File: config.mk
export PLATFORM = sky130hd
export DESIGN_NAME = alu_share_arbiter
export DESIGN_NICKNAME = d
export VERILOG_FILES = /design/src/rtl/alu_share_arbiter.sv
export SDC_FILE = /design/constraint.sdc
export NUM_CORES = 1
export LEC_CHECK = 0
export ABC_CLOCK_PERIOD_IN_PS = 2500
export CAP_MARGIN = 10
export CORE_ASPECT_RATIO = 1.75
export CORE_MARGIN = 5
export CORE_UTILIZATION = 40
export CTS_CLUSTER_DIAMETER = 30
export DETAILED_ROUTE_END_ITERATION = 16
export GPL_TIMING_DRIVEN = 1
export PLACE_DENSITY = 0.92
export SLEW_MARGIN = 20
export SYNTH_ARGS = -nofsm -noshare
export SYNTH_HDL_FRONTEND = slang
export SYNTH_SLANG_ARGS = --single-unit
File: constraint.sdc
create_clock -name clk_i -period 2.5 [get_ports clk_i]
set_input_delay 0.375 -clock clk_i [delete_from_list [all_inputs] [get_ports clk_i]]
set_output_delay 0.375 -clock clk_i [all_outputs]
set_load 0.05 [all_outputs]
File: src/rtl/alu_share_arbiter.sv
// Two-port round-robin front end for one shared combinational ALU.
// One transaction in flight: accept -> drive ALU from latched operands -> hold tagged response.
module alu_share_arbiter #(
    parameter int DATA_W = 32,
    parameter int OP_W   = 4
) (
    input  logic                clk_i,
    input  logic                rst_i,
    input  logic [1:0]          req_valid_i,
    output logic [1:0]          req_ready_o,
    input  logic [2*OP_W-1:0]   req_op_i,
    input  logic [2*DATA_W-1:0] req_src1_i,
    input  logic [2*DATA_W-1:0] req_src2_i,
    output logic                resp_valid_o,
    output logic                resp_id_o,
    input  logic                resp_ready_i,
    output logic [DATA_W-1:0]   resp_result_o,
    output logic                resp_zero_o,
    output logic                resp_overflow_o,
    output logic [OP_W-1:0]     alu_op_o,
    output logic [DATA_W-1:0]   alu_src1_o,
    output logic [DATA_W-1:0]   alu_src2_o,
    input  logic [DATA_W-1:0]   alu_result_i,
    input  logic                alu_zero_i,
    input  logic                alu_overflow_i,
    output logic                busy_o
);

    typedef enum logic [1:0] {IDLE, EXEC, RESP} state_t;

    state_t              state_q, state_d;
    logic                prio_q, prio_d;
    logic                id_q, id_d;
    logic [OP_W-1:0]     op_q, op_d;
    logic [DATA_W-1:0]   src1_q, src1_d;
    logic [DATA_W-1:0]   src2_q, src2_d;
    logic [DATA_W-1:0]   result_q, result_d;
    logic                zero_q, zero_d;
    logic                ovf_q, ovf_d;
    logic                grant;

    // Contention resolves to prio; a lone requester wins regardless of prio.
    assign grant = (req_valid_i == 2'b11) ? prio_q : req_valid_i[1];

    always_comb begin
        state_d     = state_q;
        prio_d      = prio_q;
        id_d        = id_q;
        op_d        = op_q;
        src1_d      = src1_q;
        src2_d      = src2_q;
        result_d    = result_q;
        zero_d      = zero_q;
        ovf_d       = ovf_q;
        req_ready_o = 2'b00;
        case (state_q)
            IDLE: begin
                if (|req_valid_i) begin
                    req_ready_o[grant] = 1'b1;
                    id_d    = grant;
                    op_d    = grant ? req_op_i[2*OP_W-1:OP_W]       : req_op_i[OP_W-1:0];
                    src1_d  = grant ? req_src1_i[2*DATA_W-1:DATA_W] : req_src1_i[DATA_W-1:0];
                    src2_d  = grant ? req_src2_i[2*DATA_W-1:DATA_W] : req_src2_i[DATA_W-1:0];
                    state_d = EXEC;
                end
            end
            EXEC: begin
                result_d = alu_result_i;
                zero_d   = alu_zero_i;
                ovf_d    = alu_overflow_i;
                state_d  = RESP;
            end
            RESP: begin
                if (resp_ready_i) begin
                    prio_d  = ~id_q;
                    state_d = IDLE;
                end
            end
            default: state_d = IDLE;
        endcase
    end

    always_ff @(posedge clk_i) begin
        if (rst_i) begin
            state_q  <= IDLE;
            prio_q   <= 1'b0;
            id_q     <= 1'b0;
            op_q     <= '0;
            src1_q   <= '0;
            src2_q   <= '0;
            result_q <= '0;
            zero_q   <= 1'b0;
            ovf_q    <= 1'b0;
        end else begin
            state_q  <= state_d;
            prio_q   <= prio_d;
            id_q     <= id_d;
            op_q     <= op_d;
            src1_q   <= src1_d;
            src2_q   <= src2_d;
            result_q <= result_d;
            zero_q   <= zero_d;
            ovf_q    <= ovf_d;
        end
    end

    assign resp_valid_o    = (state_q == RESP);
    assign resp_id_o       = id_q;
    assign resp_result_o   = result_q;
    assign resp_zero_o     = zero_q;
    assign resp_overflow_o = ovf_q;
    assign alu_op_o        = op_q;
    assign alu_src1_o      = src1_q;
    assign alu_src2_o      = src2_q;
    assign busy_o          = (state_q != IDLE);

endmodule

Word level (Yosys, flattened, before mapping)

Index checks and enable logic that the tools add are counted.

Bits in read-only memories: 0
Bits in registers: 106
Bits in writable memories: 0
Logic and storage cells: 35
Memories: 0
Latch bits: 0
Output and inout bits: 107
Input bits: 175

Multiply operators: 0
Eq/ne operators: 5
Reduce and logical (&&, ||, !) cells: 7
Multiplexer cells: 11
Magnitude comparators: 2
Divide/modulo/power cells: 0
Shift operators: 0
Bitwise gates (word level): 1
Add/sub/neg operators: 0

Operator list:

| operator                                                    | number |
|---|---|
| 2-to-1 mux 32 bit                                           | 2 |
| 2-to-1 mux 2 bit                                            | 4 |
| one-hot mux 2 bit (3 select lines)                          | 1 |
| AND reduction 2 bit                                         | 3 |
| equality test 2 bit (second input constant)                 | 2 |
| 2-to-1 mux 4 bit                                            | 1 |
| equality test 2 x 1 -> 1 bit (second input constant)        | 1 |
| logical NOT 2 bit                                           | 1 |
| less-than comparator 1 x 2 -> 1 bit (second input constant) | 1 |
| 2-to-1 mux 1 bit                                            | 2 |
| inequality test 2 x 1 -> 1 bit (second input constant)      | 1 |
| inequality test 2 bit (second input constant)               | 1 |
| nonzero test 2 bit                                          | 1 |
| OR reduction 2 bit                                          | 1 |
| demux 1 bit (select 1 bit)                                  | 1 |
| greater-or-equal comparator 1 bit (second input constant)   | 1 |
| logical AND 1 bit                                           | 1 |
| NOT 1 bit                                                   | 1 |

Depth between registers and ports, before layout

Depth after elaboration: 8
Depth in mapped cells: 7
Depth with buffers taken out: 4

Worst setup path before layout

Ideal clock, no wire load.

Path kind: in2out
Start point: input req_valid_i[1]
End point: output req_ready_o[0]
Arrival: 1.464 ns
Path buffers: 2
Stages: 4
Data required time: 2.125 ns
Path slack: 0.661 ns
Path through: buf_4 nand2_1 clkbuf_1 and3_1

Longest elaborated chain between the ends: 8
Elaborated cells on any way between the ends: 10
Those cells by class: 2 x order compare; 1 x eq/ne; 5 x mux; 2 x reduce/logical

Ends and longest elaborated chain:

| element                                                                                                               | RTL line | text |
|---|---|---|
| from (decl)                                                                                                           | 9        | `input logic [1:0] req_valid_i,` |
| equality test 2 bit                                                                                                   | 43       | `assign grant = (req_valid_i == 2'b11) ? prio_q : req_valid_i[1];` |
| 2-to-1 mux 1 bit                                                                                                      | 43       |  |
| less-than comparator 1 x 2 -> 1 bit (not written as such) / greater-or-equal comparator 1 bit (equally long branches) | 59       | `req_ready_o[grant] = 1'b1;` |
| logical AND 1 bit (not written as such)                                                                               | 59       |  |
| 2-to-1 mux 1 bit (not written as such)                                                                                | 59       |  |
| demux 1 bit (select 1 bit)                                                                                            | 59       |  |
| 2-to-1 mux 2 bit *                                                                                                    | 58       | `if (\|req_valid_i) begin` |
| 2-to-1 mux 2 bit *                                                                                                    | 56       | `case (state_q)` |
| to (decl)                                                                                                             | 10       | `output logic [1:0] req_ready_o,` |

Mark *: on every way between the ends. The rest lies on a longest branch, timed or not.

Worst setup path after layout

Start point: register state_q[1]
End point: output resp_valid_o

Longest elaborated chain between the ends: 1

Ends and longest elaborated chain:

| element                | RTL line | text |
|---|---|---|
| from (decl)            | 31       | `state_t state_q, state_d;` |
| from (signal assigned) | 95       | `state_q <= state_d;` |
| equality test 2 bit    | 107      | `assign resp_valid_o = (state_q == RESP);` |
| to (decl)              | 14       | `output logic resp_valid_o,` |

No other way between the ends.

==> results.py <==
metrics = {
    "cells_and_area": {
        "layout_cells_sized_above_1": 0.0541,
        "insertedDiodeCount": 0,
        "number_of_fillers_in_the_final_layout": 917,
        "area_of_the_multi_input_gates_um2": 2190,
        "regArea_um2": 2120,
        "layout-area-overhead-vs-synth_pct": 65.9,
        "postLayoutCellArea_um2": 7710,
        "final_net_count": 985,
    },
    "drt": {
        "drt-wirelength-per-cell_um": 19.5,
        "route.vias.total": 5590,
        "drtAntennaViolNets": 0,
        "routed_via_density": 5.89,
        "iteration_0_drc_markers": 349,
        "drc_errors": 0,
        "totalWireLength_mm": 18.5,
        "first_pass_iters": 5,
    },
    "sta": {
        "timing.final.max_slew_violations": 0,
        "max-slew-margin-rel": 0.566,
        "achievable-frequency_mhz": 453,
        "fin_tns_setup_ns": 0,
        "setup_viol": 0,
        "worst_slew_pin_slew_ns": 0.648,
        "report.final.hold_viol_count": 0,
        "finalWorstPathRequiredPeriod_ns": 2.21,
        "fin_skew_ns": 0.0138,
        "grt_setup_unrepaired": "false",
        "final_clock_period_utilization_by_the_worst_path": 0.883,
    },
    "synth": {
        "ys_dominant_reg_cell": "dfxtp_1",
        "top_cell_types_by_occurrence_after_synthesis": "106 x dfxtp_1, 104 x nand4_1, 69 x nand2_1",
        "synth_most_common_cell": "dfxtp_1",
        "ys.warnings.count": 0,
        "synthesis.nets": 755,
        "post_synth_mux_area_share": 0.00215,
        "synth_seq_area_share": 0.456,
        "synthesized_area_per_cell_um2": 8.02,
        "synth_area_um2": 4650,
        "synth_top_area_frac": 0.456,
        "post_synth_inst_count": 580,
        "synthTopCellsByArea": "dfxtp_1 46%, nand4_1 14%, a31oi_1 7.0%, a21oi_1 5.6%, nand2_1 5.6%",
        "postSynthRegisterBits": 106,
        "synth-compound-area-share": 0.230,
        "share_of_the_synthesized_netlist_area_taken_by_xor_and_xnor_gates": 0,
        "synth_async_sr_flop_share": 0,
        "dominant_combinational_cell_family_by_area_after_synthesis": "simple AND/OR/NAND/NOR gates",
        "number_of_enable_type_register_cells_in_the_synthesized_netlist": 0,
        "synth_cell_type_count": 27,
        "synth_area_leader_cell": "dfxtp_1",
        "adder_and_majority_cell_fraction_of_the_synthesized_area": 0,
        "synthSimpleGateAreaFrac": 0.235,
    },
    "setup_path": {
        "critPathTopFamily": "buffers and inverters",
        "path_depth": 2,
        "reg2reg_to": "alu_src2_o[9]",
        "critPathCaptureType": "output pin",
        "worstRegToRegCells": 5,
        "crit_path_cell_trace": "nor2b_1 -> clkdlybuf4s50_1",
        "timing.critical_path.slowest_cell_delay_ns": 0.84,
        "cp.buffers_inverters": 1,
        "crit_type": "register to output pin",
        "cp_data_required_time_ns": 2.12,
        "worstPathArrival_ns": 1.83,
        "regToRegStartpoint": "state_q[1]",
        "r2r_slack_ns": 0.76,
        "cell_with_the_biggest_individual_delay_on_the_critical_path": "clkdlybuf4s50_1",
        "setup_crit_start_kind": "register",
        "timing.critical_path.fanout_max": 5,
    },
    "placement": {
        "detailed_place.area_um2": 7430,
        "gpl.final_weighted_congestion": 0.837,
        "port_buffers": 281,
        "place_hpwl_mm": 13.0,
    },
    "global_route": {
        "first_global_vias": 5394,
        "grt_overflow_total": 0,
        "gr-usage-all-layers": 0.251,
        "grt_max_degree": 67,
        "grt_antenna_before_repair": 0,
        "wire_length_of_the_first_global_routing_pass_mm": 28.5,
    },
    "clock_network": {
        "htreeDepth": 3,
        "clk_pin_slew_worst_paths_ns": 0.07,
        "tritoncts": "built",
        "gates_resized_cts_repair": 0,
        "number_of_cts_inserted_buffers": 9,
        "ctsHoldBuffers": 0,
        "clk_tree_root_cell": "clkbuf_16",
        "post_cts_buffers": 0,
        "clock_sink_count": 106,
        "clock_latency_on_the_worst_skew_pair_ns": 0.35,
        "clock_tree.buffer_depth": 2,
    },
    "hold_path": {
        "hold_path_startpoint": "req_valid_i[0]",
        "min_to": "alu_src1_o[20]",
        "number_of_cells_traversed_by_the_worst_hold_path": 3,
        "hp-class": "primary input to register",
    },
    "floorplanning": {
        "dieWidth_um": 91.5,
        "die-area_um2": 14000,
        "initial_core_util": 0.404,
        "die_height_um": 153,
        "placeableCoreArea_um2": 11500,
        "io_pins": 282,
        "num_rows": 52,
    },
    "pwr": {
        "power_per_cell_area_nw_per_um2": 644,
        "power.clock.fraction": 0.277,
        "switching_share": 0.361,
        "power.share.combinational": 0.337,
        "pwr-share-seq": 0.385,
        "max-vdd-ir-drop_mv": 0.375,
        "p_leak_nw": 2.62,
        "power_switching_mw": 1.79,
        "intPower_mw": 3.17,
    },
    "run": {
        "timing.max_cap.violations": 0,
    },
    "outcome": {
        "run_status": "finished, final reports clean",
    },
}
==> cell usage in the layout (no fill, tap or decap) <==
cell type        instances
clkdlybuf4s50_1        275
dfxtp_1                106
nand4_1                104
nand2_1                 68
a31oi_1                 52
a21oi_1                 52
o21ai_0                 49
o21ai_1                 20
nand3_1                 17
a311oi_1                16
buf_4                   15
clkbuf_16                9
nor2_4                   3
clkinv_4                 3
buf_12                   3
inv_2                    2
inv_1                    2
nand2b_1                 2
buf_2                    2
nand2_2                  1
and3_1                   1
nor2b_1                  1
nand2b_2                 1
nor2b_2                  1
nor3_1                   1
nand3b_1                 1
mux2i_1                  1
nor2_1                   1
and2b_2                  1
or2_1                    1
clkinv_8                 1
inv_6                    1
inv_8                    1
==> per-stage QoR <==
stage          instances  hold WS (ns)  setup slack (ns)   util  power, mW
6_report             949         0.428             0.293  0.670       4.97
5_1_grt              949         0.439             0.221  0.670       5.16
4_1_cts              949         0.422             0.287  0.670       5.01
3_5_place_dp         934         0.448             0.553  0.645       3.62
3_3_place_gp         934         0.441             0.649  0.645       3.60
2_1_floorplan        580         0.493             0.661      -       2.93
==> tightest hold or removal path: cells and delay by family <==
kind,cells,cell delay (ns)
buffers and inverters,1,0.16
AOI/OAI and AO/OA,1,0.07
and+or+nand+nor,1,0.11
==> final cells by class <==
class                           count  share of cell area
Multi-Input combinational cell    394               0.283
Tap cell                          135              0.0219
Timing Repair Buffer              295               0.380
Clock buffer                        9              0.0292
Sequential cell                   106               0.275
Clock inverter                      6             0.00811
Inverter                            4             0.00195
==> power by group through the flow <==
stage                     sequential, mW  combinational [mW]  clock [mW]
after floorplan                     2.44               0.489           0
after global placement              1.95                1.65           0
after detailed placement            1.95                1.67           0
after CTS                           1.91                1.68        1.42
after global routing                1.93                1.75        1.47
final                               1.91                1.68        1.38
==> metal layers <==
layer	vias up	part of all wire	GRT usage
li1	2643	-	-
met1	2592	0.37	0.281
met2	295	0.51	0.435
met3	60	0.074	0.0553
met4	0	0.049	0.134
met5	-	0	0
==> worst max path at each step <==
stage	from	endpoint	slack (ns)
5_1_grt	state_q[1]	req_ready_o[1]	0.22
3_3_place_gp	req_valid_i[1]	alu_src1_o[15]	0.65
2_1_floorplan	req_valid_i[1]	req_ready_o[0]	0.66
4_1_cts	state_q[1]	resp_valid_o	0.29
3_5_place_dp	req_valid_i[1]	alu_op_o[3]	0.55
6_report	state_q[1]	resp_valid_o	0.29
==> sequential cells by signal (all words and copies together) (netlist names) <==
register	flops
alu_op_o	4
alu_src1_o	32
resp_zero_o	1
prio_q	1
state_q	2
resp_overflow_o	1
resp_id_o	1
resp_result_o	32
alu_src2_o	32
==> kinds of logic after synthesis <==
| kind of cell | Yosys count |
|---|---|
| AO/OA/AOI/OAI | 189 |
| AND/OR/NAND/NOR | 204 |
| buffers and inverters | 80 |
| multiplexers | 1 |
| flip-flops | 106 |
No activity file was read; power rests on OpenSTA's default activity.
